### src/rtl/instr_encoder.sv
// ---------------------------------------------------------------------------
// instr_encoder
//
// Purpose: turns a decoded instruction request (format class, func3, alt bit,
// register indices, pre-signed byte immediate) into a 32-bit RV32I word and
// queues it together with its byte address in a small output FIFO. Illegal
// requests are consumed, produce a one-cycle err pulse and are dropped.
//
// Ports:
//   clk, rst            sole clock; asynchronous active-high reset
//   in_valid/in_ready   request handshake (in_ready low only when FIFO full)
//   in_class            0 R, 1 I-ALU, 2 LOAD, 3 STORE, 4 BRANCH, 5 LUI,
//                       6 AUIPC, 7 JAL, 8 JALR, 9-15 illegal
//   in_func3, in_alt    func3 field and SUB/SRA select
//   in_rd/rs1/rs2       register indices
//   in_imm              byte immediate, already sign-extended
//   out_valid/out_ready FIFO head handshake
//   out_instr/out_addr  encoded head word and its byte address (0 when empty)
//   err                 one-cycle pulse after an illegal request is accepted
//   count               FIFO occupancy
// ---------------------------------------------------------------------------
module instr_encoder #(
  parameter int WORD_SIZE = 32,
  parameter int NUM_REGS  = 32,
  parameter int REG_SEL   = $clog2(NUM_REGS),
  parameter int DEPTH     = 4,
  parameter int ADDR_W    = 12
) (
  input  logic                   clk,
  input  logic                   rst,
  input  logic                   in_valid,
  output logic                   in_ready,
  input  logic [3:0]             in_class,
  input  logic [2:0]             in_func3,
  input  logic                   in_alt,
  input  logic [REG_SEL-1:0]     in_rd,
  input  logic [REG_SEL-1:0]     in_rs1,
  input  logic [REG_SEL-1:0]     in_rs2,
  input  logic [31:0]            in_imm,
  output logic                   out_valid,
  input  logic                   out_ready,
  output logic [WORD_SIZE-1:0]   out_instr,
  output logic [ADDR_W-1:0]      out_addr,
  output logic                   err,
  output logic [$clog2(DEPTH):0] count
);

  localparam int PTR_W = $clog2(DEPTH);
  localparam int CNT_W = $clog2(DEPTH) + 1;

  localparam logic [6:0] OP_R      = 7'b0110011;
  localparam logic [6:0] OP_I      = 7'b0010011;
  localparam logic [6:0] OP_LOAD   = 7'b0000011;
  localparam logic [6:0] OP_STORE  = 7'b0100011;
  localparam logic [6:0] OP_BRANCH = 7'b1100011;
  localparam logic [6:0] OP_LUI    = 7'b0110111;
  localparam logic [6:0] OP_AUIPC  = 7'b0010111;
  localparam logic [6:0] OP_JAL    = 7'b1101111;
  localparam logic [6:0] OP_JALR   = 7'b1100111;

  logic [4:0]           w_rd;
  logic [4:0]           w_rs1;
  logic [4:0]           w_rs2;
  logic [31:0]          w_enc;
  logic                 w_legal;
  logic                 w_accept;
  logic                 w_push;
  logic                 w_pop;
  logic                 w_empty;

  logic [PTR_W-1:0]     r_wrPtr;
  logic [PTR_W-1:0]     r_rdPtr;
  logic [CNT_W-1:0]     r_count;
  logic [ADDR_W-1:0]    r_wrAddr;
  logic                 r_err;
  logic [WORD_SIZE-1:0] r_instrMem [DEPTH];
  logic [ADDR_W-1:0]    r_addrMem  [DEPTH];

  // Register fields are always 5 bits in the RV32I layout regardless of how
  // wide the index ports are.
  assign w_rd  = 5'(in_rd);
  assign w_rs1 = 5'(in_rs1);
  assign w_rs2 = 5'(in_rs2);

  // Combinational encoder and legality check. Every class builds its word
  // directly from the request; anything outside the supported subset clears
  // w_legal so the request is consumed but never enqueued.
  always_comb begin
    w_enc   = '0;
    w_legal = 1'b1;
    case (in_class)
      4'd0: begin
        // The alt bit only selects SUB/SRA; for every other func3 it is dropped.
        w_enc = {((in_alt && (in_func3 == 3'b000 || in_func3 == 3'b101)) ? 7'b0100000 : 7'b0000000),
                 w_rs2, w_rs1, in_func3, w_rd, OP_R};
      end
      4'd1: begin
        // Shifts carry a 5-bit shamt with the SRAI marker in bit 30.
        if (in_func3 == 3'b001 || in_func3 == 3'b101) begin
          w_enc = {1'b0, (in_alt && (in_func3 == 3'b101)), 5'b00000, in_imm[4:0],
                   w_rs1, in_func3, w_rd, OP_I};
        end else begin
          w_enc = {in_imm[11:0], w_rs1, in_func3, w_rd, OP_I};
        end
      end
      4'd2: begin
        w_enc   = {in_imm[11:0], w_rs1, in_func3, w_rd, OP_LOAD};
        w_legal = !(in_func3 == 3'b011 || in_func3 == 3'b110 || in_func3 == 3'b111);
      end
      4'd3: begin
        w_enc   = {in_imm[11:5], w_rs2, w_rs1, in_func3, in_imm[4:0], OP_STORE};
        w_legal = (in_func3 <= 3'b010);
      end
      4'd4: begin
        w_enc   = {in_imm[12], in_imm[10:5], w_rs2, w_rs1, in_func3,
                   in_imm[4:1], in_imm[11], OP_BRANCH};
        w_legal = !(in_func3 == 3'b010 || in_func3 == 3'b011) && !in_imm[0];
      end
      4'd5: begin
        w_enc = {in_imm[31:12], w_rd, OP_LUI};
      end
      4'd6: begin
        w_enc = {in_imm[31:12], w_rd, OP_AUIPC};
      end
      4'd7: begin
        w_enc   = {in_imm[20], in_imm[10:1], in_imm[11], in_imm[19:12], w_rd, OP_JAL};
        w_legal = !in_imm[0];
      end
      4'd8: begin
        w_enc = {in_imm[11:0], w_rs1, 3'b000, w_rd, OP_JALR};
      end
      default: begin
        w_legal = 1'b0;
      end
    endcase
  end

  // Handshake decode. A full FIFO refuses requests even when the head is
  // leaving this cycle, and an empty FIFO never forwards a word in the same
  // cycle it arrives.
  assign in_ready = (r_count != CNT_W'(DEPTH));
  assign w_empty  = (r_count == '0);
  assign w_accept = in_valid && in_ready;
  assign w_push   = w_accept && w_legal;
  assign w_pop    = !w_empty && out_ready;

  // Pointer, occupancy, write address and error pulse. The write address only
  // moves for words that are actually enqueued, so rejected requests leave it.
  always_ff @(posedge clk or posedge rst) begin
    if (rst) begin
      r_wrPtr  <= '0;
      r_rdPtr  <= '0;
      r_count  <= '0;
      r_wrAddr <= '0;
      r_err    <= 1'b0;
    end else begin
      r_err <= w_accept && !w_legal;
      if (w_push) begin
        r_wrPtr  <= r_wrPtr + PTR_W'(1);
        r_wrAddr <= r_wrAddr + ADDR_W'(4);
      end
      if (w_pop) begin
        r_rdPtr <= r_rdPtr + PTR_W'(1);
      end
      case ({w_push, w_pop})
        2'b10:   r_count <= r_count + CNT_W'(1);
        2'b01:   r_count <= r_count - CNT_W'(1);
        default: r_count <= r_count;
      endcase
    end
  end

  // FIFO storage. Contents need no reset because the head is masked to zero
  // whenever the FIFO is empty.
  always_ff @(posedge clk) begin
    if (w_push) begin
      r_instrMem[r_wrPtr] <= WORD_SIZE'(w_enc);
      r_addrMem[r_wrPtr]  <= r_wrAddr;
    end
  end

  assign out_valid = !w_empty;
  assign out_instr = w_empty ? '0 : r_instrMem[r_rdPtr];
  assign out_addr  = w_empty ? '0 : r_addrMem[r_rdPtr];
  assign err       = r_err;
  assign count     = r_count;

endmodule

### config.mk
export PLATFORM = sky130hd
export DESIGN_NAME = instr_encoder
export DESIGN_NICKNAME = d
export VERILOG_FILES = /design/src/rtl/instr_encoder.sv
export SDC_FILE = /design/constraint.sdc
export NUM_CORES = 1
export LEC_CHECK = 0
export ABC_AREA = 1
export BUFFER_PORTS_ARGS = -buffer_cell sky130_fd_sc_hd__buf_4
export CORE_AREA = 2 2 97 145
export DETAILED_ROUTE_END_ITERATION = 6
export DIE_AREA = 0 0 99 147
export PLACE_DENSITY = 0.88
export SYNTH_ARGS = -nofsm -noshare
export SYNTH_HDL_FRONTEND = slang
export SYNTH_SLANG_ARGS = --single-unit
### constraint.sdc
create_clock -name clk -period 5.9 [get_ports clk]
set_input_delay 0.59 -clock clk [delete_from_list [all_inputs] [get_ports clk]]
set_output_delay 0.59 -clock clk [all_outputs]
set_load 0.05 [all_outputs]
==> results.cfg <==
[worst_setup_path]
cp.arrival_ps = 2770
reg2reg_from = count[0]$_DFFE_PP0P_
crit_start = r_rdPtr[0]$_DFFE_PP0P_
r2r_cells = 7
endpoint = out_addr[11]
path_common_cell = buf_4
r2r_slack_ps = 3130
path_max_fanout = 85
cp-start-kind = flop
critPathMaxStageDelay_ps = 610
path_cells = buf_4 -> inv_2 -> buf_4 -> o21ai_0 -> a21oi_1 -> buf_4
critPathBufInv = 4
crit_family = buffers and inverters
r2r-end = r_addrMem[0][4]$_DFFE_PP_
crit_cells = 6
critPathKind = flop to primary output
slowest_stage = buf_4
cp-end-kind = primary output
required_ps = 5310

[yosys]
synth_edf_count = 164
ys_seq_elements = 182
ys_seq_area_frac = 0.668
avgSynthCellArea_sq_um = 10.5
netlist_area_sq_um = 8050
synthArstFlopShare = 0.0989
yosys_warnings = 0
synth.distinct_cells = 34
syn_inst = 767
synth_flop_cell = edfxtp_1

[cells_and_area]
fin_area_sq_um = 9530
layout-drive-gt1-share = 0.193
nets = 930
seqCellArea_sq_um = 5380
antenna_cells = 0
syn_to_final_growth_pct = 18.4
final_common_cell = nor2_1
stdcell_count = 1039
utilization = 0.714
multi_input_area_sq_um = 2380
fill_cells = 847
mostFrequentLayoutCells = 185 x nor2_1, 164 x edfxtp_1, 115 x buf_4

[flow_run]
cap_violations = 0

[sta]
fmax_mhz = 298
fin_setup_tns_ps = 0
drv_slew = 0
finalSetupViolations = 0
rsz0062_at_grt = no
period_share = 0.569
tightest_slew_ps = 939
worst_clock_skew_ps = 7.95
period_minus_slack_ps = 3360
final_hold_viol_count = 0
max_slew_margin = 0.374

[clock_tree]
clk_pin_slew_ps = 60
cts_tree = built
cts.sinks = 182
hold_buffers = 0
cts_buffer_depth = 2
numCtsBuffers = 17
clock_latency_ps = 430
clockRootBuffer = clkbuf_16
cts_resized = 0
cts-htree-levels = 4
post_cts_buffers = 0

[global_routing]
overflow = 0
track_usage = 0.275
grt_max_degree = 86
grt_pass1_vias = 5904
grt_pass1_wl_microns = 30500
antenna_found_initial = 0

[die]
floorplan.initialDensity = 0.604
die_x_microns = 99
num_rows = 52
dieArea_sq_um = 14600
design.core.area_sq_um = 13300
io_pins = 109
die_h_microns = 147

[power_and_ir_drop]
p_per_area_nw_per_um2 = 549
vdd_drop_max_uv = 460
total_power_mw = 5.24
leakage_nw = 3.75

[routing]
drc_errors = 3
routed_wl_microns = 19400
drt_iter0_drc = 787
wl_per_cell_microns = 18.7
drtAntennaViolNets = 0
dr.pass1.iters = 7
vias_per_cell = 5.84
via_count = 6066

[placed_design]
place_hpwl_microns = 11500
place_inst = 1007
placed_area_sq_um = 8970
place_congestion = 0.878
port_buffers = 106

[worst_hold_path]
hold_path.class = input port to async pin

[run_status]
violations = design-rule violations
status = finished with violations
[cells by family (layout without fill, tap and decap cells)]
group / Yosys count / after routing / share of synthesized area
buffers and inverters: 79 / 188 / 0.0407
other: 1 / 2 / 0.000466
AO/OA/AOI/OAI: 142 / 142 / 0.0903
flip-flops: 182 / 182 / 0.668
AND/OR/NAND/NOR: 347 / 347 / 0.179
adder cells (fa/ha/maj): 7 / 7 / 0.0118
XOR/XNOR: 9 / 9 / 0.00979
[cell type report]
cell class                      count  area share
Inverter                           41      0.0164
Multi-Input combinational cell    507       0.249
Tap cell                          162      0.0213
Timing Repair Buffer              115      0.0906
Clock buffer                       18      0.0450
Sequential cell                   182       0.564
Clock inverter                     14      0.0131
[power breakdown]
part / switching [mW] / internal [mW] / leakage [nW] / total [mW]
sequential: 0.0791 / 1.57 / 1.75 / 1.65
combinational: 1.85 / 0.681 / 1.74 / 2.53
clock: 0.470 / 0.583 / 0.259 / 1.05
[worst min path at each step]
| stage | from | end |
|---|---|---|
| 3_5_place_dp | r_wrPtr[1]$_DFFE_PP0P_ | r_wrPtr[1]$_DFFE_PP0P_ |
| 5_1_grt | rst | count[2]$_DFFE_PP0P_ |
| 2_1_floorplan | r_wrPtr[1]$_DFFE_PP0P_ | r_wrPtr[1]$_DFFE_PP0P_ |
| 3_3_place_gp | r_wrPtr[0]$_DFFE_PP0P_ | r_wrPtr[0]$_DFFE_PP0P_ |
| 4_1_cts | rst | err$_DFF_PP0_ |
| 6_report | rst | err$_DFF_PP0_ |
[flip-flops by register name (all words and copies together) (netlist names)]
signal	flops
count	3
err	1
r_addrMem	40
r_instrMem	124
r_rdPtr	2
r_wrAddr	10
r_wrPtr	2
[stage by stage]
stage,hold WS [ps],setup slack [ps]
5_1_grt,375,2390
2_1_floorplan,491,2620
3_3_place_gp,525,2520
4_1_cts,322,2540
6_report,310,2540
3_5_place_dp,540,2440
[routing by layer]
metal,GRT usage,share of wire,vias to the layer above
met5,0,0,-
met4,0.134,0.040,0
met3,0.0504,0.076,70
met2,0.457,0.52,345
met1,0.346,0.37,2847
li1,-,-,2804
[synthesized netlist by cell type (3+ instances only)]
cell,n,area share
nor2_4,3,0.0042
a21oi_1,43,0.027
xnor2_1,4,0.0044
buf_1,4,0.0019
ha_1,6,0.0093
buf_4,4,0.0037
nand4_1,5,0.0039
nor2_1,185,0.086
xor2_1,5,0.0054
edfxtp_1,164,0.61
nand2_4,3,0.0042
o21ai_1,12,0.0075
clkbuf_1,24,0.011
dfrtp_1,18,0.056
inv_2,4,0.0019
nand2_2,3,0.0023
o21ai_0,80,0.050
nor2_2,8,0.0062
inv_1,35,0.016
buf_2,5,0.0031
nand2_1,106,0.049
nand3_1,31,0.019
Power figures use the tool's default switching activity.
